File: config.mk
export PLATFORM = sky130hd
export DESIGN_NAME = muladd_pipe
export DESIGN_NICKNAME = d
export VERILOG_FILES = /design/src/rtl/muladd_pkg.sv /design/src/rtl/muladd_sat_add.sv /design/src/rtl/muladd_pipe.sv
export SDC_FILE = /design/constraint.sdc
export NUM_CORES = 1
export LEC_CHECK = 0
export CAP_MARGIN = 40
export CORE_MARGIN = 5
export CORE_UTILIZATION = 40
export DETAILED_ROUTE_END_ITERATION = 16
export MAX_ROUTING_LAYER = met4
export PLACE_DENSITY = 0.65
export SLEW_MARGIN = 20
export SYNTH_ARGS = -nofsm -noshare
export SYNTH_HDL_FRONTEND = slang
export SYNTH_SLANG_ARGS = --single-unit
export TNS_END_PERCENT = 5
File: constraint.sdc
create_clock -name CLK -period 10.1 [get_ports CLK]
set_input_delay 2.02 -clock CLK [delete_from_list [all_inputs] [get_ports CLK]]
set_output_delay 2.02 -clock CLK [all_outputs]
set_load 0.01 [all_outputs]
File: src/rtl/muladd_pkg.sv
// Shared constants, saturation-limit helper and the width-check macro for muladd_pipe.
`ifndef MULADD_PKG_SV
`define MULADD_PKG_SV

// Elaboration guard: the accumulator must hold the full product without loss.
`define MULADD_WIDTH_CHECK(acc_w, prod_w) \
  if ((acc_w) < (prod_w)) begin : g_width_check \
    $error("muladd_pipe: ACC_WIDTH must be at least A_WIDTH+B_WIDTH"); \
  end

package muladd_pkg;

  // Selects the accumulate-stage addend: C for an add, Q for an accumulate.
  localparam logic ACC_MODE_ADD = 1'b0;
  localparam logic ACC_MODE_ACC = 1'b1;

  // Widest accumulator the saturation helper can describe.
  localparam int SAT_MAX_WIDTH = 64;

  // Largest or smallest representable value of a width-bit number.
  // The result is right-aligned in SAT_MAX_WIDTH bits; callers keep the low width bits.
  function automatic logic [SAT_MAX_WIDTH-1:0] sat_limit(input int width,
                                                         input bit is_signed,
                                                         input bit want_max);
    logic [SAT_MAX_WIDTH-1:0] ones;
    ones = '1;
    if (!is_signed) begin
      return want_max ? (ones >> (SAT_MAX_WIDTH - width)) : '0;
    end
    if (want_max) begin
      return ones >> (SAT_MAX_WIDTH - width + 1);
    end
    return ~(ones >> (SAT_MAX_WIDTH - width + 1));
  endfunction

endpackage

`endif

File: src/rtl/muladd_sat_add.sv
// Accumulator adder: ACC_WIDTH add with overflow detection and optional clamping.
module muladd_sat_add
  import muladd_pkg::*;
#(
  parameter int ACC_WIDTH = 20,
  parameter int SIGNED    = 0,
  parameter int SATURATE  = 0
) (
  input  logic [ACC_WIDTH-1:0] a_i,
  input  logic [ACC_WIDTH-1:0] b_i,
  output logic [ACC_WIDTH-1:0] sum_o,
  output logic                 ovf_o
);

  localparam int MSB = ACC_WIDTH - 1;
  localparam logic [SAT_MAX_WIDTH-1:0] MAX_FULL = sat_limit(ACC_WIDTH, SIGNED != 0, 1'b1);
  localparam logic [SAT_MAX_WIDTH-1:0] MIN_FULL = sat_limit(ACC_WIDTH, SIGNED != 0, 1'b0);
  localparam logic [ACC_WIDTH-1:0]     SAT_MAX  = MAX_FULL[ACC_WIDTH-1:0];
  localparam logic [ACC_WIDTH-1:0]     SAT_MIN  = MIN_FULL[ACC_WIDTH-1:0];

  logic [ACC_WIDTH:0] sum_wide;
  logic               ovf;

  // One extra bit of width gives the unsigned carry; signed overflow is a sign flip.
  always_comb begin
    sum_wide = {1'b0, a_i} + {1'b0, b_i};
    if (SIGNED != 0) begin
      ovf = (a_i[MSB] == b_i[MSB]) && (sum_wide[MSB] != a_i[MSB]);
    end else begin
      ovf = sum_wide[ACC_WIDTH];
    end
    sum_o = sum_wide[ACC_WIDTH-1:0];
    // Unsigned overflow can only go upward; signed direction follows the addends' sign.
    if (ovf && (SATURATE != 0)) begin
      sum_o = ((SIGNED != 0) && a_i[MSB]) ? SAT_MIN : SAT_MAX;
    end
    ovf_o = ovf;
  end

endmodule

File: src/rtl/muladd_pipe.sv
// Pipelined multiply-add / MAC: optional input and product registers, then a registered
// accumulate stage with single-cycle feedback, valid tracking, clock enable and clear.
module muladd_pipe
  import muladd_pkg::*;
#(
  parameter int A_WIDTH   = 8,
  parameter int B_WIDTH   = 8,
  parameter int ACC_WIDTH = 20,
  parameter int IN_REG    = 1,
  parameter int MUL_REG   = 1,
  parameter int SIGNED    = 0,
  parameter int SATURATE  = 0
) (
  input  logic                 CLK,
  input  logic                 rst_n,
  input  logic                 clr,
  input  logic                 en,
  input  logic                 in_valid,
  input  logic                 acc_en,
  input  logic [A_WIDTH-1:0]   A,
  input  logic [B_WIDTH-1:0]   B,
  input  logic [ACC_WIDTH-1:0] C,
  output logic [ACC_WIDTH-1:0] Q,
  output logic                 out_valid,
  output logic                 ovf
);

  localparam int P_WIDTH = A_WIDTH + B_WIDTH;

  `MULADD_WIDTH_CHECK(ACC_WIDTH, P_WIDTH)

  // Stage 1: operands as seen by the multiplier.
  logic [A_WIDTH-1:0]   s1_a;
  logic [B_WIDTH-1:0]   s1_b;
  logic [ACC_WIDTH-1:0] s1_c;
  logic                 s1_acc;
  logic                 s1_vld;

  // Stage 2: product and its companions as seen by the accumulator.
  logic [P_WIDTH-1:0]   prod;
  logic [P_WIDTH-1:0]   s2_p;
  logic [ACC_WIDTH-1:0] s2_p_ext;
  logic [ACC_WIDTH-1:0] s2_c;
  logic                 s2_acc;
  logic                 s2_vld;

  generate
    if (IN_REG != 0) begin : g_in_reg
      logic [A_WIDTH-1:0]   a_q;
      logic [B_WIDTH-1:0]   b_q;
      logic [ACC_WIDTH-1:0] c_q;
      logic                 acc_q;
      logic                 vld_q;

      // Input register; clear only kills the valid bit, data is don't-care when invalid.
      always_ff @(posedge CLK or negedge rst_n) begin
        if (!rst_n) begin
          a_q   <= '0;
          b_q   <= '0;
          c_q   <= '0;
          acc_q <= 1'b0;
          vld_q <= 1'b0;
        end else if (clr) begin
          vld_q <= 1'b0;
        end else if (en) begin
          a_q   <= A;
          b_q   <= B;
          c_q   <= C;
          acc_q <= acc_en;
          vld_q <= in_valid;
        end
      end

      assign s1_a   = a_q;
      assign s1_b   = b_q;
      assign s1_c   = c_q;
      assign s1_acc = acc_q;
      assign s1_vld = vld_q;
    end else begin : g_in_bypass
      assign s1_a   = A;
      assign s1_b   = B;
      assign s1_c   = C;
      assign s1_acc = acc_en;
      assign s1_vld = in_valid;
    end
  endgenerate

  // Operands are widened to the full product width first so the multiply keeps every bit.
  generate
    if (SIGNED != 0) begin : g_mul_signed
      logic [P_WIDTH-1:0] a_ext;
      logic [P_WIDTH-1:0] b_ext;
      assign a_ext = {{B_WIDTH{s1_a[A_WIDTH-1]}}, s1_a};
      assign b_ext = {{A_WIDTH{s1_b[B_WIDTH-1]}}, s1_b};
      assign prod  = a_ext * b_ext;
    end else begin : g_mul_unsigned
      logic [P_WIDTH-1:0] a_ext;
      logic [P_WIDTH-1:0] b_ext;
      assign a_ext = {{B_WIDTH{1'b0}}, s1_a};
      assign b_ext = {{A_WIDTH{1'b0}}, s1_b};
      assign prod  = a_ext * b_ext;
    end
  endgenerate

  generate
    if (MUL_REG != 0) begin : g_mul_reg
      logic [P_WIDTH-1:0]   p_q;
      logic [ACC_WIDTH-1:0] c_q;
      logic                 acc_q;
      logic                 vld_q;

      // Product register, carrying C, acc_en and valid alongside the sample.
      always_ff @(posedge CLK or negedge rst_n) begin
        if (!rst_n) begin
          p_q   <= '0;
          c_q   <= '0;
          acc_q <= 1'b0;
          vld_q <= 1'b0;
        end else if (clr) begin
          vld_q <= 1'b0;
        end else if (en) begin
          p_q   <= prod;
          c_q   <= s1_c;
          acc_q <= s1_acc;
          vld_q <= s1_vld;
        end
      end

      assign s2_p   = p_q;
      assign s2_c   = c_q;
      assign s2_acc = acc_q;
      assign s2_vld = vld_q;
    end else begin : g_mul_bypass
      assign s2_p   = prod;
      assign s2_c   = s1_c;
      assign s2_acc = s1_acc;
      assign s2_vld = s1_vld;
    end
  endgenerate

  // Extend the product to accumulator width according to the arithmetic mode.
  generate
    if (SIGNED != 0) begin : g_ext_signed
      assign s2_p_ext = ACC_WIDTH'($signed(s2_p));
    end else begin : g_ext_unsigned
      assign s2_p_ext = ACC_WIDTH'(s2_p);
    end
  endgenerate

  // Accumulate stage state.
  logic [ACC_WIDTH-1:0] q_q;
  logic [ACC_WIDTH-1:0] q_d;
  logic                 out_valid_q;
  logic                 out_valid_d;
  logic                 ovf_q;
  logic                 ovf_d;
  logic [ACC_WIDTH-1:0] addend;
  logic [ACC_WIDTH-1:0] sum;
  logic                 add_ovf;

  // Addend selection: feeding Q back directly keeps the accumulate loop single-cycle.
  always_comb begin
    addend = s2_c;
    case (s2_acc)
      ACC_MODE_ACC: addend = q_q;
      ACC_MODE_ADD: addend = s2_c;
      default:      addend = s2_c;
    endcase
  end

  muladd_sat_add #(
    .ACC_WIDTH (ACC_WIDTH),
    .SIGNED    (SIGNED),
    .SATURATE  (SATURATE)
  ) u_sat_add (
    .a_i   (addend),
    .b_i   (s2_p_ext),
    .sum_o (sum),
    .ovf_o (add_ovf)
  );

  // Next-state for Q, out_valid and sticky ovf; clear beats enable and the current sample.
  always_comb begin
    q_d         = q_q;
    out_valid_d = out_valid_q;
    ovf_d       = ovf_q;
    if (clr) begin
      q_d         = '0;
      out_valid_d = 1'b0;
      ovf_d       = 1'b0;
    end else if (en) begin
      if (s2_vld) begin
        q_d         = sum;
        out_valid_d = 1'b1;
        ovf_d       = ovf_q | add_ovf;
      end else begin
        out_valid_d = 1'b0;
      end
    end
  end

  // Accumulate-stage registers.
  always_ff @(posedge CLK or negedge rst_n) begin
    if (!rst_n) begin
      q_q         <= '0;
      out_valid_q <= 1'b0;
      ovf_q       <= 1'b0;
    end else begin
      q_q         <= q_d;
      out_valid_q <= out_valid_d;
      ovf_q       <= ovf_d;
    end
  end

  assign Q         = q_q;
  assign out_valid = out_valid_q;
  assign ovf       = ovf_q;

endmodule

==> out/qor.yml <==
clock_network:
  ctsHtreeMaxLevel: 3
  tritoncts: "done"
  cts-hold-fix-buffers: 0
  worst_setup_hold_path_clk_slew_ps: 70
  clkLatencyLatePin_ps: 350
  cts-root-to-sink-buffers: 2
  post_cts_resized: 0
  clock-sinks: 98
  cts_setup_buffers: 0
  cts_made_buffers: 9
  cts_root_cell: "sky130_fd_sc_hd__clkbuf_16"
die:
  die_area_um2: 19600
  initial_core_util_pct: 40.8
  dieHeight_um: 140
  rows: 47
  core_area_um2: 16600
  die_width_um: 140
  pin_count: 64
status:
  outcome: "completed"
setup_path:
  critical-path-max-stage-delay_ps: 550
  timing.critical_path.arrival_ps: 4670
  cpMostUsedCell: "sky130_fd_sc_hd__fa_1"
  timing.rr.start: "g_in_reg.b_q[7]$_DFFE_PN0P_"
  critical_path_class: "reg2reg"
  worstPathRequired_ps: 10330
  cp_max_fo: 9
  crit_path_end_kind: "flip-flop"
  crit_path_cell_trace: "nand2_1 -> fa_1 -> fa_1 -> inv_1 -> fa_1 -> inv_1 -> fa_1 -> inv_1 -> ha_1 -> o21a_1 -> o31a_1 -> o211ai_2 -> a211oi_1 -> o31ai_1 -> xnor2_1 -> o21ai_1"
  startpoint: "g_in_reg.b_q[7]$_DFFE_PN0P_"
  slowest_stage: "sky130_fd_sc_hd__fa_1"
  critPathLaunchType: "flip-flop"
cells_and_area:
  number_of_antenna_cells_inserted: 0
  most-common-layout-cells: "sky130_fd_sc_hd__nand2_1 (240), sky130_fd_sc_hd__dfrtp_1 (98), sky130_fd_sc_hd__inv_1 (62), sky130_fd_sc_hd__clkdlybuf4s50_1 (62), sky130_fd_sc_hd__ha_1 (52)"
  mostFrequentLayoutCell: "sky130_fd_sc_hd__nand2_1"
  layout.nets: 947
  finalCoreUtilization_pct: 48.2
  layout_cells_sized_above_1_pct: 6.21
  syn_to_final_growth_pct: 18.1
timing:
  setup_viol: 0
  slew-limit-headroom_pct: 50.9
  worst_tran_pin_value_ps: 734
  min_period_over_period_pct: 44.0
  hold_viol_final: 0
  clock_skew_ps: 8.11
  maxSlewViolCount: 0
  post-route-min-period_ps: 4440
  totalNegativeSetupSlack_ps: 0
  timing.fmax_mhz: 225
  rsz_0062_raised_after_global_routing: "false"
yosys:
  postSynthAreaPerCell_um2: 8.91
  syn-cell-area_um2: 6770
  yosysWarningCount: 0
  synthDominantCellAreaShare_pct: 36.2
  synth.net_count: 891
  postSynthRegisterBits: 98
  post_synth_main_area_contributors: "sky130_fd_sc_hd__dfrtp_1 (36%), sky130_fd_sc_hd__nand2_1 (13%), sky130_fd_sc_hd__fa_1 (11%), sky130_fd_sc_hd__ha_1 (9.6%), sky130_fd_sc_hd__and2_1 (4.7%)"
  synth.distinct_cells: 49
  postSynthCellCount: 760
  fraction_of_registers_with_async_set_or_reset_after_synthesis_pct: 100
  ys.flop_type: "sky130_fd_sc_hd__dfrtp_1"
  synth_enable_flop_cells: 0
  yosysSeqAreaShare_pct: 36.2
  yosys.area.top_type: "sky130_fd_sc_hd__dfrtp_1"
min_path:
  hold_start: "g_in_reg.c_q[5]$_DFFE_PN0P_"
  min-delay-path-class: "reg2reg"
route:
  via_count: 4973
  drt_iter0_drc: 195
  routed_wirelength_mm: 14.6
  number_of_vias_per_cell: 4.78
  drc: 0
  drt-pass1-iter-count: 4
  postRouteAntennaNets: 0
  routedWlPerCell_um: 14.0
pwr:
  leakagePower_nw: 4.02
  power_per_cell_area_nw_per_um2: 183
  vdd_drop_max_uv: 90.6
run:
  max_cap_viol_count: 0
placed_design:
  count_of_port_buffers_added_during_placement: 63
  dp_hpwl_mm: 10.9
  gp_congestion: 0.883
grt:
  globalRoute.totalOverflow: 0
  grt_start_max_net_pins: 87
  grtUsageTotal_pct: 16.2
  number_of_global_route_vias_before_repair: 5177
  antenna_found_initial: 0
  grt_first_pass_wirelength_mm: 25.3
## power by group
group	switching, mW	total [mW]	leakage, nW	internal, mW
logic	0.332	0.595	2.61	0.263
clock network	0.165	0.364	0.153	0.199
registers	0.0520	0.502	1.27	0.450
## critical path: cells and delay by family, from the launching register on
family          cells  cell delay, ps
fa+ha+maj           5            2450
compound gates      6             910
flops               1             510
buf+inv             3             160
xor+xnor            1             160
simple gates        1             130
## logic make-up after synthesis
family / count (synthesis) / share of synthesized area, %
compound gates: 104 / 10.3
simple gates: 333 / 21.0
buf+inv: 87 / 4.84
xor+xnor: 27 / 3.49
mux: 22 / 3.55
flops: 98 / 36.2
fa+ha+maj: 89 / 20.5
## metal layers
layer  share of wire, %  GRT usage, %  wire length (um)
met4                2.0          4.59               287
met3                3.4          3.58               496
met1                 47          20.3              6780
met5                  0             -                 0
met2                 48          26.6              7000
## through the flow
| stage | hold slack (ps) | setup WS (ps) | power [mW] | cell area [um2] | cells |
|---|---|---|---|---|---|
| 2_1_floorplan | 438 | 5980 | 0.959 | 6770 | 760 |
| 3_3_place_gp | 450 | 5780 | 1.09 | 7630 | 1023 |
| 3_5_place_dp | 451 | 5670 | 1.11 | 7650 | 1024 |
| 4_1_cts | 471 | 5640 | 1.48 | 7970 | 1040 |
| 5_1_grt | 487 | 5320 | 1.60 | 7990 | 1041 |
| 6_report | 469 | 5660 | 1.46 | 7990 | 1041 |
## cells in the mapped netlist, types with 2 or more instances
master                     instances
sky130_fd_sc_hd__buf_1             8
sky130_fd_sc_hd__nor2b_1           4
sky130_fd_sc_hd__dfrtp_1          98
sky130_fd_sc_hd__xor2_1           15
sky130_fd_sc_hd__clkbuf_1         16
sky130_fd_sc_hd__ha_1             52
sky130_fd_sc_hd__o21a_1            5
sky130_fd_sc_hd__a31oi_1           3
sky130_fd_sc_hd__a211oi_1          6
sky130_fd_sc_hd__mux2i_1           6
sky130_fd_sc_hd__nand2_1         240
sky130_fd_sc_hd__xnor2_1          12
sky130_fd_sc_hd__nor2_1           21
sky130_fd_sc_hd__o21ai_1          21
sky130_fd_sc_hd__a21o_1            6
sky130_fd_sc_hd__and2_1           51
sky130_fd_sc_hd__o211ai_2          2
sky130_fd_sc_hd__nand3_1           3
sky130_fd_sc_hd__nor3_1            4
sky130_fd_sc_hd__fa_1             37
sky130_fd_sc_hd__o21ai_0          18
sky130_fd_sc_hd__nand2b_1          4
sky130_fd_sc_hd__mux2_2           16
sky130_fd_sc_hd__a21oi_1          21
sky130_fd_sc_hd__a32o_1            2
sky130_fd_sc_hd__inv_1            62
sky130_fd_sc_hd__o31ai_1           3
sky130_fd_sc_hd__o21bai_1          3
## sequential cells by signal, summed over array words and instances (netlist names), 8 cells and up
name,flops
g_mul_reg.p_q,16
g_in_reg.c_q,20
Q,20
g_mul_reg.c_q,20
g_in_reg.b_q,8
g_in_reg.a_q,8
## final timing paths
check                                                end  slack (ps)  depth (start not counted)
max                        g_mul_reg.p_q[15]$_DFFE_PN0P_        5660                         16
min                         g_mul_reg.c_q[5]$_DFFE_PN0P_         470                          2
max reg2reg                g_mul_reg.p_q[15]$_DFFE_PN0P_        5660                         16
min reg2reg                 g_mul_reg.c_q[5]$_DFFE_PN0P_         470                          2
max in group asynchronous    g_in_reg.c_q[6]$_DFFE_PN0P_        7550                          3
min in group asynchronous   g_in_reg.c_q[18]$_DFFE_PN0P_        1590                          1
## final cells by class
class	count	area (um2)
tap	220	275
fill	1616	8590
inverter	62	233
sequential	98	2450
clock buffer	9	225
timing repair buffer	70	713
multi-input combinational	575	4000
clock inverter	7	93.8
Note: power is estimated with default switching activity, not from simulation.
